===== src/rtl/uart_tx_arbiter.sv =====
// uart_tx_arbiter: round-robin scheduler sharing one UART transmitter among
// NREQ requesters, each presenting a fixed-length message of NBYTES words.
// The granted message is snapshotted, then sent word by word (LSB word first)
// over the transmitter's tx_start / tx_data / tx_done handshake.
//
// Optional feature macro: UART_ARB_ID_HEADER_EN
//   defined   -> a header word (HDR_BASE + requester index) precedes the payload
//   undefined -> exactly NBYTES words per message
//
// Ports:
//   clk_100MHz  in   system clock
//   reset       in   synchronous, active-high reset
//   req         in   [NREQ] level-sensitive request per requester
//   msg_data    in   [NREQ*DBITS*NBYTES] requester i message at i*MSG_W
//   ack         out  [NREQ] one-cycle pulse, message captured
//   done        out  [NREQ] one-cycle pulse, last word transmitted
//   busy        out  high whenever the controller is not idle
//   tx_start    out  one-cycle pulse per word to the transmitter
//   tx_data     out  [DBITS] word to the transmitter, held until next start
//   tx_done     in   transmitter end-of-word pulse
module uart_tx_arbiter #(
    parameter int unsigned DBITS    = 8,
    parameter int unsigned NBYTES   = 8,
    parameter int unsigned NREQ     = 4,
    parameter int unsigned REQ_BITS = 2,
    parameter logic [7:0]  HDR_BASE = 8'h30
) (
    input  logic                            clk_100MHz,
    input  logic                            reset,
    input  logic [NREQ-1:0]                 req,
    input  logic [NREQ*DBITS*NBYTES-1:0]    msg_data,
    output logic [NREQ-1:0]                 ack,
    output logic [NREQ-1:0]                 done,
    output logic                            busy,
    output logic                            tx_start,
    output logic [DBITS-1:0]                tx_data,
    input  logic                            tx_done
);

    localparam int unsigned MSG_W = DBITS * NBYTES;
    localparam int unsigned CNT_W = (NBYTES > 1) ? $clog2(NBYTES) : 1;

    typedef enum logic [2:0] {
        S_IDLE  = 3'd0,
        S_GRANT = 3'd1,
        S_START = 3'd2,
        S_WAIT  = 3'd3,
        S_DONE  = 3'd4
    } state_t;

    state_t               state, state_nxt;
    logic [MSG_W-1:0]     msg_buf;
    logic [REQ_BITS-1:0]  idx;
    logic [REQ_BITS-1:0]  rr_last;
    logic [REQ_BITS-1:0]  pick;
    logic [REQ_BITS-1:0]  cand;
    logic                 pick_vld;
    logic [CNT_W-1:0]     byte_cnt, byte_cnt_nxt;

    logic [NREQ-1:0]      ack_nxt;
    logic [NREQ-1:0]      done_nxt;
    logic                 busy_nxt;
    logic                 tx_start_nxt;
    logic [DBITS-1:0]     tx_data_nxt;

`ifdef UART_ARB_ID_HEADER_EN
    logic                 hdr_pend, hdr_pend_nxt;
`endif

    // Round-robin pick: first asserted request after rr_last, wrapping.
    always_comb begin
        pick     = '0;
        pick_vld = 1'b0;
        cand     = '0;
        for (int unsigned k = 1; k <= NREQ; k++) begin
            cand = REQ_BITS'((32'(rr_last) + k) % NREQ);
            if (!pick_vld && req[cand]) begin
                pick     = cand;
                pick_vld = 1'b1;
            end
        end
    end

    // State and datapath registers.
    always_ff @(posedge clk_100MHz) begin
        if (reset) begin
            state    <= S_IDLE;
            byte_cnt <= '0;
            rr_last  <= REQ_BITS'(NREQ - 1);
            idx      <= '0;
            msg_buf  <= '0;
            ack      <= '0;
            done     <= '0;
            busy     <= 1'b0;
            tx_start <= 1'b0;
            tx_data  <= '0;
`ifdef UART_ARB_ID_HEADER_EN
            hdr_pend <= 1'b0;
`endif
        end else begin
            state    <= state_nxt;
            byte_cnt <= byte_cnt_nxt;
            ack      <= ack_nxt;
            done     <= done_nxt;
            busy     <= busy_nxt;
            tx_start <= tx_start_nxt;
            tx_data  <= tx_data_nxt;
`ifdef UART_ARB_ID_HEADER_EN
            hdr_pend <= hdr_pend_nxt;
`endif
            // Snapshot: later changes to req/msg_data cannot disturb the transfer.
            if (state == S_IDLE && pick_vld) begin
                idx     <= pick;
                msg_buf <= msg_data[32'(pick) * MSG_W +: MSG_W];
            end
            if (state == S_DONE) begin
                rr_last <= idx;
            end
        end
    end

    // Next-state and word counter.
    always_comb begin
        state_nxt    = state;
        byte_cnt_nxt = byte_cnt;
`ifdef UART_ARB_ID_HEADER_EN
        hdr_pend_nxt = hdr_pend;
`endif
        case (state)
            S_IDLE: begin
                if (pick_vld) begin
                    state_nxt = S_GRANT;
                end
            end
            S_GRANT: begin
                byte_cnt_nxt = '0;
`ifdef UART_ARB_ID_HEADER_EN
                hdr_pend_nxt = 1'b1;
`endif
                state_nxt    = S_START;
            end
            S_START: begin
                state_nxt = S_WAIT;
            end
            S_WAIT: begin
                // tx_done is only honoured here; elsewhere it is ignored.
                if (tx_done) begin
`ifdef UART_ARB_ID_HEADER_EN
                    if (hdr_pend) begin
                        hdr_pend_nxt = 1'b0;
                        state_nxt    = S_START;
                    end else
`endif
                    if (byte_cnt == CNT_W'(NBYTES - 1)) begin
                        state_nxt = S_DONE;
                    end else begin
                        byte_cnt_nxt = byte_cnt + CNT_W'(1);
                        state_nxt    = S_START;
                    end
                end
            end
            S_DONE: begin
                state_nxt = S_IDLE;
            end
            default: begin
                state_nxt = S_IDLE;
            end
        endcase
    end

    // Registered-output next values, keyed on the state being entered.
    always_comb begin
        ack_nxt      = '0;
        done_nxt     = '0;
        tx_start_nxt = 1'b0;
        tx_data_nxt  = tx_data;
        busy_nxt     = (state_nxt != S_IDLE);

        if (state_nxt == S_GRANT) begin
            ack_nxt[pick] = 1'b1;
        end
        if (state_nxt == S_DONE) begin
            done_nxt[idx] = 1'b1;
        end
        if (state_nxt == S_START) begin
            tx_start_nxt = 1'b1;
`ifdef UART_ARB_ID_HEADER_EN
            if (hdr_pend_nxt) begin
                tx_data_nxt = DBITS'(32'(HDR_BASE) + 32'(idx));
            end else begin
                tx_data_nxt = msg_buf[32'(byte_cnt_nxt) * DBITS +: DBITS];
            end
`else
            tx_data_nxt = msg_buf[32'(byte_cnt_nxt) * DBITS +: DBITS];
`endif
        end
    end

endmodule


===== config.mk =====
export PLATFORM = sky130hd
export DESIGN_NAME = uart_tx_arbiter
export DESIGN_NICKNAME = d
export VERILOG_FILES = /design/src/rtl/uart_tx_arbiter.sv
export SDC_FILE = /design/constraint.sdc
export NUM_CORES = 1
export LEC_CHECK = 0
export CORE_ASPECT_RATIO = 2
export CORE_MARGIN = 1.5
export CORE_UTILIZATION = 38
export CTS_CLUSTER_DIAMETER = 120
export DETAILED_ROUTE_END_ITERATION = 7
export GPL_ROUTABILITY_DRIVEN = 0
export PLACE_DENSITY = 0.78
export REMOVE_ABC_BUFFERS = 1
export SYNTH_ARGS = -nofsm -noshare
export SYNTH_HDL_FRONTEND = slang
export SYNTH_SLANG_ARGS = --single-unit
export TNS_END_PERCENT = 1

===== constraint.sdc =====
create_clock -name clk_100MHz -period 2 [get_ports clk_100MHz]
set_input_delay 0.4 -clock clk_100MHz [delete_from_list [all_inputs] [get_ports clk_100MHz]]
set_output_delay 0.4 -clock clk_100MHz [all_outputs]
set_load 0.1 [all_outputs]

==> out/results.tsv <==
metric	value	unit
row cnt	65	
dpl ws	-0.4944	ns
worst IR drop on VDD	437.8	uV
top_reg_cell synth	dfxtp_1	
Inserted Diodes	0	
Power Dens Cells	620.7	mW/mm^2
first-pass GRT wire length	34980	um
post-synthesis cell count	920	
GRT overflow	0	
Combinational Power Share	30.9	%
CP top delay family	compound AO/OA/AOI/OAI gates	
critical path's most frequent cell	buf_6	
sequential power share	34.9	%
Slew @ Worst Pin	0.4299	ns
ys async rst share	0	%
GRT Total Usage	26.08	%
Sequential Area	0.001849	sq mm
crit path kind	reg2reg	
EDFF count, synth	0	
Hold WC Path Type	in2reg	
die width	92.43	um
Routed Antenna Nets	0	
CTS root buf	clkbuf_16	
Net Sw Power	1.809	mW
PnR worst setup slack	-0.03284	ns
max_slew headroom	71.23	%
Initial DRT Pass Iterations	5	
Distinct cells, synth	53	
TritonCTS clock tree	yes	
unrepaired setup endpoints after global routing	yes	
CP max-delay cell	dfxtp_4	
Die ar.	0.01681	sq mm
slowest stage delay, CP	0.36	ns
core area	0.01570	sq mm
Remaining DRCs	0	
worst-path cell chain	ha_4 -> a21boi_4 -> buf_6 -> a2bb2oi_4 -> buf_6 -> a21oi_2 -> o21bai_1 -> o2111ai_1 -> a311oi_1	
fin crit period	2.033	ns
clock power share	34.2	%
Clock Tree Buf Depth	2	
fin crit share	101.6	%
Final Hold Viols	0	
fin. max-slew vios	0	
YS warnings	0	
total negative setup slack	-0.1069	ns
Final #Nets	1466	
crit end category	flop	
chip height	181.9	um
Vias	7437	
clock-pin slew on the worst setup and hold paths	0.07	ns
first-iteration detailed-routing DRC count	463	
register area share after synthesis	30.30	%
I/O pin total	281	
Leakage	4.162	nW
Yosys reg bits	92	
mux cell area share after synthesis	3.232	%
CTS HTree Levels	3	
Synth Area per Inst	6.607	sq um
CP Buf/Inv Count	2	
post-DR wirelength/cell	16.06	um
xor/xnor share of the synthesized area	0	%
largest net degree at the start of global routing	65	
final clock skew	0.006001	ns
number of buffers created by CTS	9	
result of the run	finished, violations left	
violated checks	setup timing	
number of hold buffers added after CTS	0	
CP arrival	2.30	ns
Synth Area in Compound Gates	22.40	%
routed vias/inst	5.282	
initial antenna violation count	0	
area growth from synthesis to layout	63.67	%
post-detail-place hpwl	16550	um
Starting Density	38.72	%
Clk Latency, worst-skew pair	0.35	ns
via count of the first global-routing pass	7166	
Startpoint Class	flop	
Setup violations, final	7	
share of layout cells above drive strength 1	11.43	%
Max Cap Viol	0	
PortBufs	280	
FMAX	491.9	MHz
Post-Syn Area	0.006078	sq mm
clk sinks	92	
Post-Synth Adder-Cell Area	0.2058	%
Int Pwr	4.367	mW
Req. time, crit path	2.26	ns
crit path max fanout	5	
routed wire length	22620	um
area of the multi-input gates	0.004029	sq mm
main combinational cell family by area after synthesis	simple AND/OR/NAND/NOR gates	
simple-gate share of the synthesized area	37.53	%
sw frac	29.29	%
fill count	1424	
-- power groups by stage --
stage / combinational (mW) / sequential [mW] / clock (mW)
floorplan: 0.804 / 2.29 / 0
global placement: 1.83 / 2.19 / 0
detailed placement: 1.85 / 2.19 / 0
CTS: 1.87 / 2.15 / 2.14
global route: 2.07 / 2.17 / 2.21
finish: 1.91 / 2.16 / 2.11
-- final cells by class --
cell class	count	area share, %
flip-flops and latches	92	18.59
clock buffers	9	2.264
well taps	201	2.528
inverters	3	0.1132
clock inverters	7	1.472
multi-input cells	751	40.50
repair buffers	345	34.54
-- worst register-to-register path, delay by kind of cell, from the launching register on --
kind	cells	cell delay [ns]
buf+inv	2	0.30
compound gates	6	1.11
fa+ha+maj	1	0.18
flops	1	0.36
-- cells in the mapped netlist (2+ instances only) --
library cell  count  area, sq um
nor3_2            2        20.02
a311oi_1          7        61.31
buf_6             3        33.78
clkbuf_1         43        161.4
dfxtp_1          92         1842
nand3_1          74        370.4
o2111ai_1         8        70.07
a211oi_1          2        15.01
a211o_1          10        87.58
buf_1             3        11.26
nor2_1           18        67.56
o21ai_0          24        120.1
inv_1             3        11.26
buf_2            25        125.1
o21bai_1          8        60.06
nor3_1            8        40.04
nor4_1            2        12.51
mux2i_1          17        170.2
nand2b_1         68        425.4
and3_1            4        25.02
o22ai_1          65        406.6
nand2_1         329         1235
nor2b_1           2        12.51
o21ai_1          50        250.2
o22a_1            7        61.31
a21oi_1          19        95.09
-- layout by cell type, fill, tap and decap left out, types with 7 or more instances in the layout --
| cell type | Yosys | final |
|---|---|---|
| clkdlybuf4s50_1 | 0 | 259 |
| o21ai_0 | 24 | 21 |
| o21ai_1 | 50 | 51 |
| nand2_1 | 329 | 328 |
| o22ai_1 | 65 | 65 |
| nor2_1 | 18 | 17 |
| a21oi_1 | 19 | 17 |
| buf_4 | 1 | 65 |
| nand2b_1 | 68 | 66 |
| o2111ai_1 | 8 | 7 |
| dfxtp_1 | 92 | 88 |
| clkbuf_16 | 0 | 10 |
| o22a_1 | 7 | 7 |
| nor3_1 | 8 | 8 |
| buf_12 | 1 | 11 |
| mux2i_1 | 17 | 17 |
| a211o_1 | 10 | 10 |
| nand3_1 | 74 | 74 |
| o21bai_1 | 8 | 7 |
-- stage by stage --
step / instance area, sq um / hold slack [ns] / power [mW] / std cells / util, %
floorplan: 5704 / 0.4364 / 3.091 / 843 / -
global placement: 9368 / 0.4708 / 4.022 / 1386 / 59.68
detailed placement: 9368 / 0.4737 / 4.035 / 1386 / 59.68
CTS: 9816 / 0.4345 / 6.159 / 1405 / 62.53
global route: 9948 / 0.4654 / 6.451 / 1408 / 63.38
finish: 9948 / 0.4475 / 6.175 / 1408 / 63.38
-- routing by layer --
metal  global-route usage (%)  vias to the layer above  share of wire [%]
met5                        0                        -                  0
met4                    11.45                        0                3.2
met3                    3.266                       57                4.6
met2                    48.18                      265                 55
met1                    29.06                     3390                 37
li1                         -                     3725                  -
-- worst paths after layout --
kind | startpoint | end | slack (ns) | cells after the start
hold / removal | reset | idx[1]$_SDFFE_PP0P_ | 0.45 | 2
setup / recovery | byte_cnt[1]$_SDFF_PP0_ | tx_data[2]$_SDFFE_PP0N_ | -0.03 | 9
hold reg to reg | msg_buf[41]$_SDFFE_PP0P_ | msg_buf[41]$_SDFFE_PP0P_ | 0.49 | 2
setup reg to reg | byte_cnt[1]$_SDFF_PP0_ | tx_data[2]$_SDFFE_PP0N_ | -0.03 | 9
-- logic make-up after synthesis --
family,Yosys count
compound gates,212
fa+ha+maj,1
buf+inv,80
flops,92
mux,19
simple gates,516
-- state kept, by name, indices dropped and copies added, names as in the netlist --
register  flops
msg_buf      64
done          4
rr_last       2
state         3
byte_cnt      3
busy          1
idx           2
tx_start      1
ack           4
tx_data       8
-- repair_timing --
action | 4_1_cts | 5_1_grt
gates resized for setup | 15 | 25
buffers inserted | 0 | 1
setup endpoints to repair | 65 | 63
cloned | 3 | 2
pin swaps | 4 | 13
(Power assumes the default switching activity.)
